## config.mk

```make
export PLATFORM = sky130hd
export DESIGN_NAME = fsm_uart_rx
export DESIGN_NICKNAME = d
export VERILOG_FILES = /design/src/rtl/fsm_uart_pkg.sv /design/src/rtl/fsm_uart_rx_timer.sv /design/src/rtl/fsm_uart_rx.sv
export SDC_FILE = /design/constraint.sdc
export NUM_CORES = 1
export LEC_CHECK = 0
export ABC_CLOCK_PERIOD_IN_PS = 2300
export CELL_PAD_IN_SITES_DETAIL_PLACEMENT = 0
export CELL_PAD_IN_SITES_GLOBAL_PLACEMENT = 1
export CORE_MARGIN = 2
export CORE_UTILIZATION = 35
export CTS_CLUSTER_SIZE = 14
export DETAILED_ROUTE_END_ITERATION = 12
export GPL_ROUTABILITY_DRIVEN = 1
export GPL_TIMING_DRIVEN = 0
export PLACE_DENSITY = 0.79
export SLEW_MARGIN = 10
export SYNTH_ARGS = -nofsm -noshare
export SYNTH_HDL_FRONTEND = slang
export SYNTH_HIERARCHICAL = 1
export SYNTH_SLANG_ARGS = --single-unit
```

## constraint.sdc

```tcl
create_clock -name clk -period 2.3 [get_ports clk]
set_input_delay 0.345 -clock clk [delete_from_list [all_inputs] [get_ports clk]]
set_output_delay 0.345 -clock clk [all_outputs]
set_load 0.01 [all_outputs]
```

## src/rtl/fsm_uart_pkg.sv

```systemverilog
// Shared definitions for the UART framing FSMs (receive framer and transmit sequencer).
package fsm_uart_pkg;

   // Default width of one UART byte.
   localparam int unsigned UART_W = 8;

   typedef enum logic [1:0] {
      ST_IDLE = 2'd0,
      ST_RECV = 2'd1,
      ST_FULL = 2'd2
   } state_e;

   // Bits needed to index 'value' entries; never less than one bit.
   function automatic int unsigned clogb2(input int unsigned value);
      return (value <= 1) ? 1 : $clog2(value);
   endfunction

endpackage

```

## src/rtl/fsm_uart_rx_timer.sv

```systemverilog
// Inter-byte idle timer for fsm_uart_rx; only built with FSM_UART_RX_TIMEOUT_EN.
module fsm_uart_rx_timer
   import fsm_uart_pkg::*;
#(
   parameter int unsigned TIMEOUT = 1024
) (
   input  logic clk,
   input  logic rst,
   input  logic i_clr,
   input  logic i_en,
   output logic o_expire
);

   localparam int unsigned    TW   = clogb2(TIMEOUT);
   localparam logic [TW-1:0]  LAST = TW'(TIMEOUT - 1);

   logic [TW-1:0] tmr_q, tmr_d;

   // Count enabled cycles, holding at the terminal value until cleared.
   always_comb begin
      tmr_d = tmr_q;
      if (i_clr) begin
         tmr_d = '0;
      end else if (i_en && (tmr_q != LAST)) begin
         tmr_d = tmr_q + TW'(1);
      end
   end

   // Timer register.
   always_ff @(posedge clk or negedge rst) begin
      if (!rst) begin
         tmr_q <= '0;
      end else begin
         tmr_q <= tmr_d;
      end
   end

   assign o_expire = i_en && (tmr_q == LAST);

endmodule

```

## src/rtl/fsm_uart_rx.sv

```systemverilog
// Receive framer: packs N UART bytes into one frame and hands it over with valid/ready.
// Optional inter-byte timeout enabled by defining FSM_UART_RX_TIMEOUT_EN.
module fsm_uart_rx
   import fsm_uart_pkg::*;
#(
   parameter int unsigned N       = 16,
   parameter int unsigned W       = UART_W,
   parameter int unsigned TIMEOUT = 1024
) (
   input  logic                       clk,
   input  logic                       rst,
   input  logic                       i_clr,
   input  logic                       i_rx_valid,
   input  logic [W-1:0]               i_rx_data,
   input  logic                       i_frame_ready,
   output logic [N*W-1:0]             o_frame,
   output logic                       o_frame_valid,
   output logic [clogb2(N-1)-1:0]     o_sel,
   output logic                       o_busy,
   output logic                       o_overrun,
   output logic                       o_timeout
);

   localparam int unsigned   CW   = clogb2(N);
   localparam int unsigned   SW   = clogb2(N - 1);
   localparam logic [CW-1:0] LAST = CW'(N - 1);

   state_e            state_q, state_d;
   logic [CW-1:0]     cnt_q, cnt_d;
   logic [N*W-1:0]    frame_q, frame_d;
   logic              overrun_q, overrun_d;
   logic              timeout_q, timeout_d;
   logic              tmr_expire;

`ifdef FSM_UART_RX_TIMEOUT_EN
   fsm_uart_rx_timer #(
      .TIMEOUT (TIMEOUT)
   ) u_timer (
      .clk      (clk),
      .rst      (rst),
      .i_clr    ((state_q != ST_RECV) || i_rx_valid),
      .i_en     (state_q == ST_RECV),
      .o_expire (tmr_expire)
   );
`else
   logic unused_timeout;
   assign unused_timeout = (TIMEOUT != 0);
   assign tmr_expire     = 1'b0;
`endif

   // Next-state logic: byte packing, frame hand-off, overrun and timeout.
   always_comb begin
      state_d   = state_q;
      cnt_d     = cnt_q;
      frame_d   = frame_q;
      overrun_d = overrun_q;
      timeout_d = 1'b0;
      if (i_clr) begin
         state_d   = ST_IDLE;
         cnt_d     = '0;
         overrun_d = 1'b0;
      end else begin
         unique case (state_q)
            ST_IDLE: begin
               if (i_rx_valid) begin
                  frame_d[W-1:0] = i_rx_data;
                  state_d        = (N == 1) ? ST_FULL : ST_RECV;
                  cnt_d          = (N == 1) ? '0 : CW'(1);
               end
            end
            ST_RECV: begin
               if (i_rx_valid) begin
                  frame_d[32'(cnt_q) * W +: W] = i_rx_data;
                  if (cnt_q == LAST) begin
                     state_d = ST_FULL;
                     cnt_d   = '0;
                  end else begin
                     cnt_d = cnt_q + CW'(1);
                  end
               end else if (tmr_expire) begin
                  state_d   = ST_IDLE;
                  cnt_d     = '0;
                  timeout_d = 1'b1;
               end
            end
            ST_FULL: begin
               if (i_frame_ready) begin
                  // A byte arriving with ready becomes slot 0 of the next frame.
                  if (i_rx_valid) begin
                     frame_d[W-1:0] = i_rx_data;
                     state_d        = (N == 1) ? ST_FULL : ST_RECV;
                     cnt_d          = (N == 1) ? '0 : CW'(1);
                  end else begin
                     state_d = ST_IDLE;
                  end
               end else if (i_rx_valid) begin
                  overrun_d = 1'b1;
               end
            end
            default: begin
               state_d = ST_IDLE;
               cnt_d   = '0;
            end
         endcase
      end
   end

   // State and datapath registers.
   always_ff @(posedge clk or negedge rst) begin
      if (!rst) begin
         state_q   <= ST_IDLE;
         cnt_q     <= '0;
         frame_q   <= '0;
         overrun_q <= 1'b0;
         timeout_q <= 1'b0;
      end else begin
         state_q   <= state_d;
         cnt_q     <= cnt_d;
         frame_q   <= frame_d;
         overrun_q <= overrun_d;
         timeout_q <= timeout_d;
      end
   end

   assign o_frame       = frame_q;
   assign o_frame_valid = (state_q == ST_FULL);
   assign o_sel         = cnt_q[SW-1:0];
   assign o_busy        = (state_q != ST_IDLE);
   assign o_overrun     = overrun_q;
   assign o_timeout     = timeout_q;

endmodule

```

[After elaboration in Yosys (flattened, before gate mapping)]
Cells that the tools add are included.
Storage, ports and cells
  output and inout bits: 136
  word-level logic and storage cells: 52
  bits in registers: 135
Operators by class
  equality and inequality tests: 10
  reduce and logical (&&, ||, !) cells: 10
  bitwise logic cells: 1
  $add $sub $neg: 2
  shift operators: 2
  muxes and demuxes: 22
Operators by type and width (count)
  $bwmux W128: 1
  $shift A8 B34 Y128 const A: 1
  $shiftx A8 B34 Y128: 1
  $neg A7 Y34: 1
  $mux W8: 3
  $pmux W8 S3: 1
  $mux W4: 5
  $ne A3 B3 Y1 const B: 4
  $pmux W4 S3: 1
  $mux W2: 5
  $reduce_and A4 Y1: 2
  $ne A2 B2 Y1 const B: 3
  $pmux W2 S3: 1
  $reduce_and A3 Y1: 2
  $reduce_bool A2 Y1: 3
  $mux W1: 5
  $add A4 B1 Y4 const B: 1
  $eq A4 B4 Y1 const B: 1
  $reduce_bool A3 Y1: 1
  $eq A2 B1 Y1 const B: 1
  $eq A2 B2 Y1 const B: 1
  $logic_not A2 Y1: 1
  $reduce_and A2 Y1: 1
  $not A1 Y1: 1

[Depth between registers and ports, before layout]
Gate-level depths: netlist (run 1).
  word-level depth: 5
  mapped depth: 8
  gate-level depth less buffers: 6

[Worst setup path before layout (run 1)]
No wires, ideal clock.
  path kind: reg-to-reg
  from: reg cnt_q[0] (netlist: o_sel[0])
  to: reg frame_q[16] (netlist: o_frame[16])
  data arrival time: 2411 ps
  setup slack: -235 ps
  period minus slack after synthesis: 2535 ps
  stages on the path, launching flop included: 9
  path through: dfrtp_1 clkbuf_1 nor3_1 ha_1 or2b_1 nor3_4 nor2b_1 buf_4 mux2_2
On the way
  word-level cells in the longest chain between the ends: 3
  elaborated cells between the ends (all ways): 4
  classes of those cells: add/sub: 1; shift: 2; mux: 1
RTL lines
  from (decl): line fsm_uart_rx.sv:29  | logic [CW-1:0] cnt_q, cnt_d;
  from (signal assigned): line fsm_uart_rx.sv:118  | cnt_q <= cnt_d;
  $neg A7 Y34 (*): line fsm_uart_rx.sv:73  | frame_d[32'(cnt_q) * W +: W] = i_rx_data;
  $shiftx A8 B34 Y128 or $shift A8 B34 Y128 (tied branches): line fsm_uart_rx.sv:73
  $bwmux W128 (*): line fsm_uart_rx.sv:73
  to (signal assigned): line fsm_uart_rx.sv:119  | frame_q <= frame_d;
  to (decl): line fsm_uart_rx.sv:30  | logic [N*W-1:0] frame_q, frame_d;
Mark *: on every way between the ends. The rest lies on a longest branch, timed or not.
A chain may end at the register's enable or synchronous reset.

[Worst setup path in the final report (run 1)]
  from: reg cnt_q[0] (netlist: o_sel[0])
  to: reg frame_q[85] (netlist: o_frame[85])
Same word-level chain as after synthesis.

==> metrics.txt, run 1 <==
# TYPE chip_impl_metric gauge
chip_impl_metric{name="async_reset_ff_share",unit="%"} 100.0
chip_impl_metric{name="io_buffer_count",unit=""} 147
chip_impl_metric{name="die-area",unit="µm²"} 17380
chip_impl_metric{name="dr_wl_met3",unit="µm"} 553
chip_impl_metric{name="clock_tree.htree_level_count",unit=""} 4
chip_impl_metric{name="grt_antenna_before_repair",unit=""} 0
chip_impl_metric{name="first_pass_detailed_route_iteration_total",unit=""} 4
chip_impl_metric{name="seq_power_share",unit="%"} 42.9
chip_impl_metric{name="design_power_total",unit="mW"} 5.785
chip_impl_metric{name="initial_core_util",unit="%"} 35.88
chip_impl_info{name="tritoncts",value="done"} 1
chip_impl_metric{name="cp_data_arrival_time",unit="ps"} 2540
chip_impl_metric{name="layout_min_cycle_time",unit="ps"} 2251
chip_impl_metric{name="cts_inserted_buffers",unit=""} 17
chip_impl_metric{name="postSynthCellCount",unit=""} 402
chip_impl_metric{name="vias",unit=""} 3979
chip_impl_metric{name="synth_sequential_area_ratio",unit="%"} 59.06
chip_impl_info{name="outcome",value="finished, final reports clean"} 1
chip_impl_metric{name="initialDrtViolationCount",unit=""} 195
chip_impl_metric{name="met2_wirelength",unit="mm"} 7.911
chip_impl_metric{name="final-max-slew-violation-count",unit=""} 0
chip_impl_metric{name="detailed_place_hpwl",unit="mm"} 10.59
chip_impl_metric{name="synth_cell_types",unit=""} 51
chip_impl_metric{name="pwr_density_cell",unit="nW/µm²"} 678.9
chip_impl_metric{name="final.hold.worst_slack",unit="ps"} 483.2
chip_impl_metric{name="timing.critical_path.required",unit="ps"} 2590
chip_impl_metric{name="setup-violations-final",unit=""} 0
chip_impl_info{name="dominantRegCellSynth",value="dfrtp_1"} 1
chip_impl_metric{name="place_worst_setup_slack",unit="ps"} -415.9
chip_impl_metric{name="die_width",unit="µm"} 131.8
chip_impl_metric{name="layout_cells_excl_fill",unit=""} 819
chip_impl_info{name="timing_worst_setup_path_type",value="reg -> reg"} 1
chip_impl_metric{name="grt_pass1_wl",unit="mm"} 24.17
chip_impl_metric{name="core_footprint",unit="µm²"} 15940
chip_impl_info{name="holdCritPathClass",value="reg -> reg"} 1
chip_impl_metric{name="total_grt_overflow",unit=""} 0
chip_impl_metric{name="peakVddDrop",unit="V"} 0.0004939
chip_impl_metric{name="postLayoutSetupSlackWorst",unit="ps"} 48.58
chip_impl_metric{name="final.period_utilization",unit="%"} 97.89
chip_impl_metric{name="nNetsFinal",unit=""} 609
chip_impl_metric{name="final_area",unit="µm²"} 8521
chip_impl_metric{name="rows",unit=""} 46
chip_impl_info{name="cts-root-buf",value="clkbuf_16"} 1
chip_impl_metric{name="routedLengthMet1",unit="mm"} 6.647
chip_impl_metric{name="netlist.area_leader.share",unit="%"} 59.06
chip_impl_info{name="synth_top_area_cell",value="dfrtp_1"} 1
chip_impl_metric{name="number_of_global_route_vias_before_repair",unit=""} 4286
chip_impl_metric{name="syn_area",unit="µm²"} 5720
chip_impl_metric{name="post_synth_edffs",unit=""} 0
chip_impl_metric{name="largest_net_degree_at_the_start_of_global_routing",unit=""} 73
chip_impl_info{name="grt_setup_unrepaired",value="true"} 1
chip_impl_metric{name="remaining_drc_errors",unit=""} 0
chip_impl_metric{name="cts.sink_count",unit=""} 135
chip_impl_info{name="setup.worst_path.end_class",value="flop"} 1
chip_impl_metric{name="ioPinCount",unit=""} 149
chip_impl_metric{name="final-hold-violation-count",unit=""} 0
chip_impl_info{name="topRoutingLayerUsed",value="met4"} 1
chip_impl_metric{name="fmax",unit="GHz"} 0.4442
chip_impl_metric{name="insertion_delay",unit="ps"} 410
chip_impl_metric{name="drv.max_cap_violation_count",unit=""} 0
chip_impl_metric{name="routedWlPerCell",unit="µm"} 18.86
chip_impl_metric{name="crit_path_max_fanout",unit=""} 8
chip_impl_metric{name="die_h",unit="µm"} 131.8
chip_impl_metric{name="synth_warnings",unit=""} 6
chip_impl_metric{name="placed_cells",unit=""} 766
chip_impl_metric{name="layout-drive-gt1-share",unit="%"} 37.31
chip_impl_metric{name="area_growth",unit="%"} 48.95
chip_impl_metric{name="power_switching",unit="mW"} 1.311
chip_impl_metric{name="worst_setup_hold_path_clk_slew",unit="ps"} 60
chip_impl_info{name="most_area_consuming_cells_after_synthesis",value="dfrtp_1 59%, mux2_2 23%, and2_1 1.7%, and3_1 1.7%, nand2_1 1.2%"} 1
chip_impl_metric{name="gp_congestion",unit=""} 0.8142
chip_impl_metric{name="clockPowerShare",unit="%"} 46.8
chip_impl_metric{name="syn-num-nets",unit=""} 420
chip_impl_metric{name="internal_power_component",unit="mW"} 4.473
chip_impl_metric{name="n_antenna_cell",unit=""} 0
chip_impl_metric{name="ys_seq_elements",unit=""} 135
chip_impl_metric{name="leakage",unit="nW"} 4.000
chip_impl_metric{name="final_antenna_net_count",unit=""} 0
chip_impl_metric{name="syn-mean-instance-area",unit="µm²"} 14.23
chip_impl_metric{name="timing.clock.skew",unit="ps"} 5.296
chip_impl_metric{name="switching_part_of_the_total_power",unit="%"} 22.67
chip_impl_metric{name="gr-usage-all-layers",unit="%"} 18.08
chip_impl_metric{name="placement.cell_area",unit="µm²"} 7518
chip_impl_metric{name="wirelength",unit="mm"} 15.45
chip_impl_info{name="startpoint_type",value="flop"} 1
chip_impl_metric{name="slew_headroom",unit="%"} 42.26
chip_impl_metric{name="combPwrFrac",unit="%"} 10.3
chip_impl_metric{name="detail_route.vias_per_cell",unit=""} 4.858
chip_impl_metric{name="layout.filler_cells",unit=""} 1361
chip_impl_metric{name="timing_worst_slew_pin_value",unit="ps"} 866.1
chip_impl_metric{name="clock_path_buffers",unit=""} 2
final cells by class:
type                    instances  area, µm²  share of cell area, %
flip-flops and latches        135       3382                  39.69
repair buffers                170       1722                  20.21
multi-input cells             250       2440                  28.63
inverters                       5      21.27                 0.2496
clock inverters                 9      125.1                  1.468
plain buffers                  12      96.34                  1.131
clock buffers                  22      464.2                  5.448
well taps                     216      270.3                  3.172
path summary, 6_finish.rpt:
| kind | from | cells past startpoint | slack, ps | to |
|---|---|---|---|---|
| worst max-delay path | o_sel[0] | 8 | 50 | o_frame[85] |
| worst min-delay path | o_frame[111] | 2 | 480 | o_frame[111] |
| worst max register to register | o_sel[0] | 8 | 50 | o_frame[85] |
| worst min register to register | o_frame[111] | 2 | 480 | o_frame[111] |
| max in group asynchronous | rst | 3 | 1020 | o_sel[3] |
| min in group asynchronous | rst | 2 | 490 | o_frame[34] |
worst max-delay path: stages (launching register included):
cell	delay, ps
dfrtp_2	440
buf_8	130
nor3_4	190
ha_4	260
nor2_2	230
nand2_2	150
nor3_4	230
buf_12	160
mux2_2	330
state kept, by name, summed over array words and instances (netlist names):
name / cells
o_frame: 128
o_sel: 4
state_q: 2
o_overrun: 1
synthesized netlist by cell type, types with 2 or more instances:
cell type,number
nand2_1,19
nor3_1,6
nor3_4,2
and3_1,16
buf_4,2
inv_1,5
clkbuf_1,4
and2_1,16
nor4_4,2
nand2_2,9
dfrtp_1,135
mux2_2,119
buf_2,4
nor2b_1,4
ha_1,5
nor2_1,5
a21oi_1,5
o41ai_1,2
o21ai_0,10
through the flow:
| stage | TNS, ps | utilization (%) |
|---|---|---|
| 2_1_floorplan | -88.16 | - |
| 3_3_place_gp | -585490 | 46.98 |
| 3_5_place_dp | -32130 | 47.16 |
| 4_1_cts | -244.8 | 52.17 |
| 5_1_grt | -1042 | 53.45 |
| 6_report | 0 | 53.45 |
kinds of logic after synthesis:
logic type,after synthesis,share of synthesized area [%]
AOI/OAI and AO/OA,25,3.390
xor gates and xnor gates,1,0.2844
adders and majority gates,5,1.094
buffers and inverters,17,1.487
DFF,135,59.06
muxes,121,23.80
other,1,0.06555
and+or+nand+nor,97,10.83
power groups by stage:
stage / Sequential (mW) / Combinational, mW / Clock [mW]
floorplan: 2.55 / 0.196 / 0
global placement: 2.52 / 0.496 / 0
detailed placement: 2.53 / 0.516 / 0
CTS: 2.48 / 0.557 / 2.76
global route: 2.49 / 0.643 / 2.87
finish: 2.48 / 0.595 / 2.71
timing repair:
action	in CTS	in global routing
gates resized for setup	17	32
hold buffers	1	0
endpoints found under the hold margin	63	0
buffers inserted	12	9
setup endpoints to repair	128	112
pin swaps	8	5
cell usage in the layout (no fill, tap or decap), types with 2 or more instances in the layout:
| cell type | count |
|---|---|
| mux2_2 | 106 |
| buf_8 | 2 |
| nor3_1 | 2 |
| ha_1 | 3 |
| nor2b_1 | 3 |
| clkinv_2 | 4 |
| nand2_4 | 3 |
| buf_6 | 4 |
| inv_1 | 3 |
| clkinvlp_4 | 2 |
| nor4_4 | 2 |
| nand2_2 | 7 |
| and3_1 | 16 |
| dfrtp_2 | 3 |
| nor3_4 | 5 |
| buf_4 | 17 |
| nor2_1 | 3 |
| nand2_1 | 18 |
| buf_12 | 4 |
| nor2_2 | 3 |
| o21ai_0 | 10 |
| clkbuf_16 | 17 |
| a21oi_1 | 5 |
| o41ai_1 | 2 |
| bufinv_16 | 3 |
| and2b_2 | 2 |
| nor3_2 | 2 |
| clkdlybuf4s50_1 | 146 |
| mux2_4 | 13 |
| and2_1 | 16 |
| clkbuf_1 | 4 |
| buf_2 | 4 |
| dfrtp_1 | 132 |
| ha_4 | 2 |
| clkbuf_8 | 2 |
layer usage:
| metal | up-vias | global-route usage, % |
|---|---|---|
| met5 | - | 0 |
| met4 | 0 | 7.488 |
| met3 | 23 | 4.075 |
| met2 | 110 | 31.09 |
| met1 | 2027 | 21.97 |
| li1 | 1819 | - |
No activity file was read; power rests on OpenSTA's default activity.
==> inputs of run 2 (changes only) <==
- RECOVER_POWER: not set -> 50
==> run 2 against run 1 <==
The flow now finishes with violations (capacitance limit, slew limit). Total power about the same. Combinational power about the same. Sequential cell count unchanged. Non-clock buffer count unchanged. Core utilization decreased by 0.094 points. Register-to-register slack about the same. Die area unchanged. Clock-buffer cell count unchanged. Worst hold slack about the same. Global-route usage unchanged. Maximum frequency decreased by 0.61%. First-iteration DRC count decreased by 7.7%. Critical endpoint is now o_frame[74]. Highest routed layer unchanged.
==> metrics.txt, run 2 (synthesis results as in run 1) <==
# TYPE chip_impl_metric gauge
chip_impl_metric{name="cts_inserted_buffers",unit=""} 17
chip_impl_metric{name="grt_antenna_before_repair",unit=""} 0
chip_impl_info{name="startpoint",value="o_sel[0]"} 1
chip_impl_info{name="final_cell_mix",value="146 x clkdlybuf4s50_1, 132 x dfrtp_1, 106 x mux2_2"} 1
chip_impl_metric{name="ff2ff_path_depth",unit=""} 6
chip_impl_metric{name="routedLengthMet1",unit="mm"} 6.582
chip_impl_metric{name="area_growth",unit="%"} 48.69
chip_impl_metric{name="die_width",unit="µm"} 131.8
chip_impl_info{name="setup.worst_path.end_class",value="flop"} 1
chip_impl_info{name="slowest_stage",value="nor4_4"} 1
chip_impl_metric{name="layout_cells_excl_fill",unit=""} 819
chip_impl_metric{name="detail_route.vias_per_cell",unit=""} 4.871
chip_impl_info{name="layout.cells.most_common",value="clkdlybuf4s50_1"} 1
chip_impl_metric{name="final-hold-violation-count",unit=""} 0
chip_impl_info{name="startpoint_type",value="flop"} 1
chip_impl_metric{name="nNetsFinal",unit=""} 609
chip_impl_metric{name="flip_flop_count_of_the_largest_register_all_copies_and_words_added",unit=""} 128
chip_impl_info{name="cts-root-buf",value="clkbuf_16"} 1
chip_impl_metric{name="setup_slack_on_the_worst_flop_to_flop_path",unit="ps"} 30
chip_impl_metric{name="grt_pass1_wl",unit="mm"} 24.17
chip_impl_metric{name="die-area",unit="µm²"} 17380
chip_impl_metric{name="slew_headroom",unit="%"} -5.126
chip_impl_metric{name="worst_setup_hold_path_clk_slew",unit="ps"} 60
chip_impl_metric{name="die_h",unit="µm"} 131.8
chip_impl_info{name="r2r-end",value="o_frame[74]"} 1
chip_impl_metric{name="peakVddDrop",unit="V"} 0.0004940
chip_impl_metric{name="placed_cells",unit=""} 766
chip_impl_metric{name="vias",unit=""} 3989
chip_impl_metric{name="timing_worst_slew_pin_value",unit="ps"} 1577
chip_impl_metric{name="place_worst_setup_slack",unit="ps"} -415.9
chip_impl_metric{name="layout-drive-gt1-share",unit="%"} 37.15
chip_impl_metric{name="largest_net_degree_at_the_start_of_global_routing",unit=""} 73
chip_impl_metric{name="pwr_density_cell",unit="nW/µm²"} 679.8
chip_impl_metric{name="insertion_delay",unit="ps"} 410
chip_impl_info{name="grt_setup_unrepaired",value="true"} 1
chip_impl_metric{name="gr-usage-all-layers",unit="%"} 18.08
chip_impl_info{name="cell_chain_of_the_critical_path",value="buf_8 -> nor3_4 -> ha_4 -> nor4_4 -> nand2_2 -> mux2_1"} 1
chip_impl_metric{name="routedWlPerCell",unit="µm"} 18.89
chip_impl_metric{name="whs_path_depth",unit=""} 2
chip_impl_metric{name="io_buffer_count",unit=""} 147
chip_impl_metric{name="cp_data_arrival_time",unit="ps"} 2550
chip_impl_metric{name="final.hold.worst_slack",unit="ps"} 483.0
chip_impl_metric{name="timing.clock.skew",unit="ps"} 5.212
chip_impl_info{name="crit-reg2reg-launch",value="o_sel[0]"} 1
chip_impl_metric{name="wirelength",unit="mm"} 15.47
chip_impl_metric{name="layout_min_cycle_time",unit="ps"} 2265
chip_impl_metric{name="ioPinCount",unit=""} 149
chip_impl_metric{name="final-max-slew-violation-count",unit=""} 64
chip_impl_metric{name="fmax",unit="GHz"} 0.4414
chip_impl_metric{name="rows",unit=""} 46
chip_impl_metric{name="first_pass_detailed_route_iteration_total",unit=""} 4
chip_impl_metric{name="critical_path.max_stage_delay",unit="ps"} 460
chip_impl_metric{name="initialDrtViolationCount",unit=""} 180
chip_impl_info{name="timing.hold.worst.start",value="o_frame[111]"} 1
chip_impl_metric{name="final_antenna_net_count",unit=""} 0
chip_impl_info{name="outcome",value="finished with violations"} 1
chip_impl_metric{name="design_power_total",unit="mW"} 5.782
chip_impl_metric{name="initial_core_util",unit="%"} 35.88
chip_impl_metric{name="drv.max_cap_violation_count",unit=""} 1
chip_impl_metric{name="clock_tree.htree_level_count",unit=""} 4
chip_impl_metric{name="total_grt_overflow",unit=""} 0
chip_impl_info{name="timing_worst_setup_path_type",value="reg -> reg"} 1
chip_impl_metric{name="detailed_place_hpwl",unit="mm"} 10.59
chip_impl_info{name="violations",value="capacitance limit, slew limit"} 1
chip_impl_info{name="holdCritPathClass",value="reg -> reg"} 1
chip_impl_metric{name="core_footprint",unit="µm²"} 15940
chip_impl_info{name="topRoutingLayerUsed",value="met4"} 1
chip_impl_metric{name="timing.critical_path.required",unit="ps"} 2590
chip_impl_metric{name="number_of_global_route_vias_before_repair",unit=""} 4286
chip_impl_metric{name="n_antenna_cell",unit=""} 0
chip_impl_metric{name="remaining_drc_errors",unit=""} 0
chip_impl_metric{name="cts.sink_count",unit=""} 135
chip_impl_info{name="holdPathEnd",value="o_frame[111]"} 1
chip_impl_metric{name="gp_congestion",unit=""} 0.8142
chip_impl_metric{name="final.period_utilization",unit="%"} 98.49
chip_impl_metric{name="met2_wirelength",unit="mm"} 7.960
chip_impl_metric{name="layout.filler_cells",unit=""} 1364
chip_impl_metric{name="dr_wl_met3",unit="µm"} 588
chip_impl_metric{name="clock_path_buffers",unit=""} 2
chip_impl_metric{name="setup-violations-final",unit=""} 0
chip_impl_info{name="tritoncts",value="done"} 1
chip_impl_metric{name="leakage",unit="nW"} 3.991
chip_impl_metric{name="crit_path_max_fanout",unit=""} 8
chip_impl_metric{name="postLayoutSetupSlackWorst",unit="ps"} 34.70
-- run 2: per-stage QoR --
stage | setup TNS, ps | cell area, µm² | util [%]
global placement | -585490 | 7490 | 46.98
floorplan | -88.16 | 5748 | -
finish | 0 | 8506 | 53.35
global route | -1080 | 8506 | 53.35
CTS | -244.8 | 8317 | 52.17
detailed placement | -32130 | 7518 | 47.16
-- run 2: worst max path at each step --
stage,to,slack (ps),depth (start not counted)
after floorplan,o_frame[16],-10,8
after CTS,o_frame[56],-30,7
final,o_frame[74],30,6
after detailed placement,o_frame[3],-420,7
after global routing,o_frame[14],-50,8
after global placement,o_sel[0],-4590,1
-- run 2: area by class of cell --
| class | instances | area (µm²) | share of cell area (%) |
|---|---|---|---|
| Buffer | 12 | 95.09 | 1.118 |
| Clock inverter | 9 | 125.1 | 1.471 |
| Multi-Input combinational cell | 250 | 2440 | 28.68 |
| Timing Repair Buffer | 170 | 1708 | 20.08 |
| Tap cell | 216 | 270.3 | 3.177 |
| Clock buffer | 22 | 464.2 | 5.457 |
| Sequential cell | 135 | 3382 | 39.76 |
| Inverter | 5 | 21.27 | 0.2501 |
-- run 2: critical path, delay by kind of cell, from the launching register on --
kind          cells  cell delay [ps]
mux               1              380
fa+ha+maj         1              260
simple gates      3              930
buf+inv           1              130
flops             1              440
-- run 2: what timing repair did --
| item | CTS | global route |
|---|---|---|
| hold endpoints to repair | 63 | 0 |
| resized for setup | 17 | 32 |
| endpoints found under the setup margin | 128 | 112 |
| setup buffers | 12 | 9 |
| gates cloned | 0 | 0 |
| pin swaps | 8 | 5 |
| hold buffers | 1 | 0 |
-- run 2: where the power goes --
group	internal (mW)	switching (mW)	leakage (nW)	total (mW)
combinational	0.283	0.310	1.85	0.592
sequential	2.44	0.0403	1.86	2.48
clock	1.75	0.961	0.286	2.71
-- run 2: routing by layer --
layer	vias to the layer above	global-route usage (%)
met5	-	0
met4	0	7.488
met3	23	4.075
met2	115	31.09
met1	2030	21.97
li1	1821	-
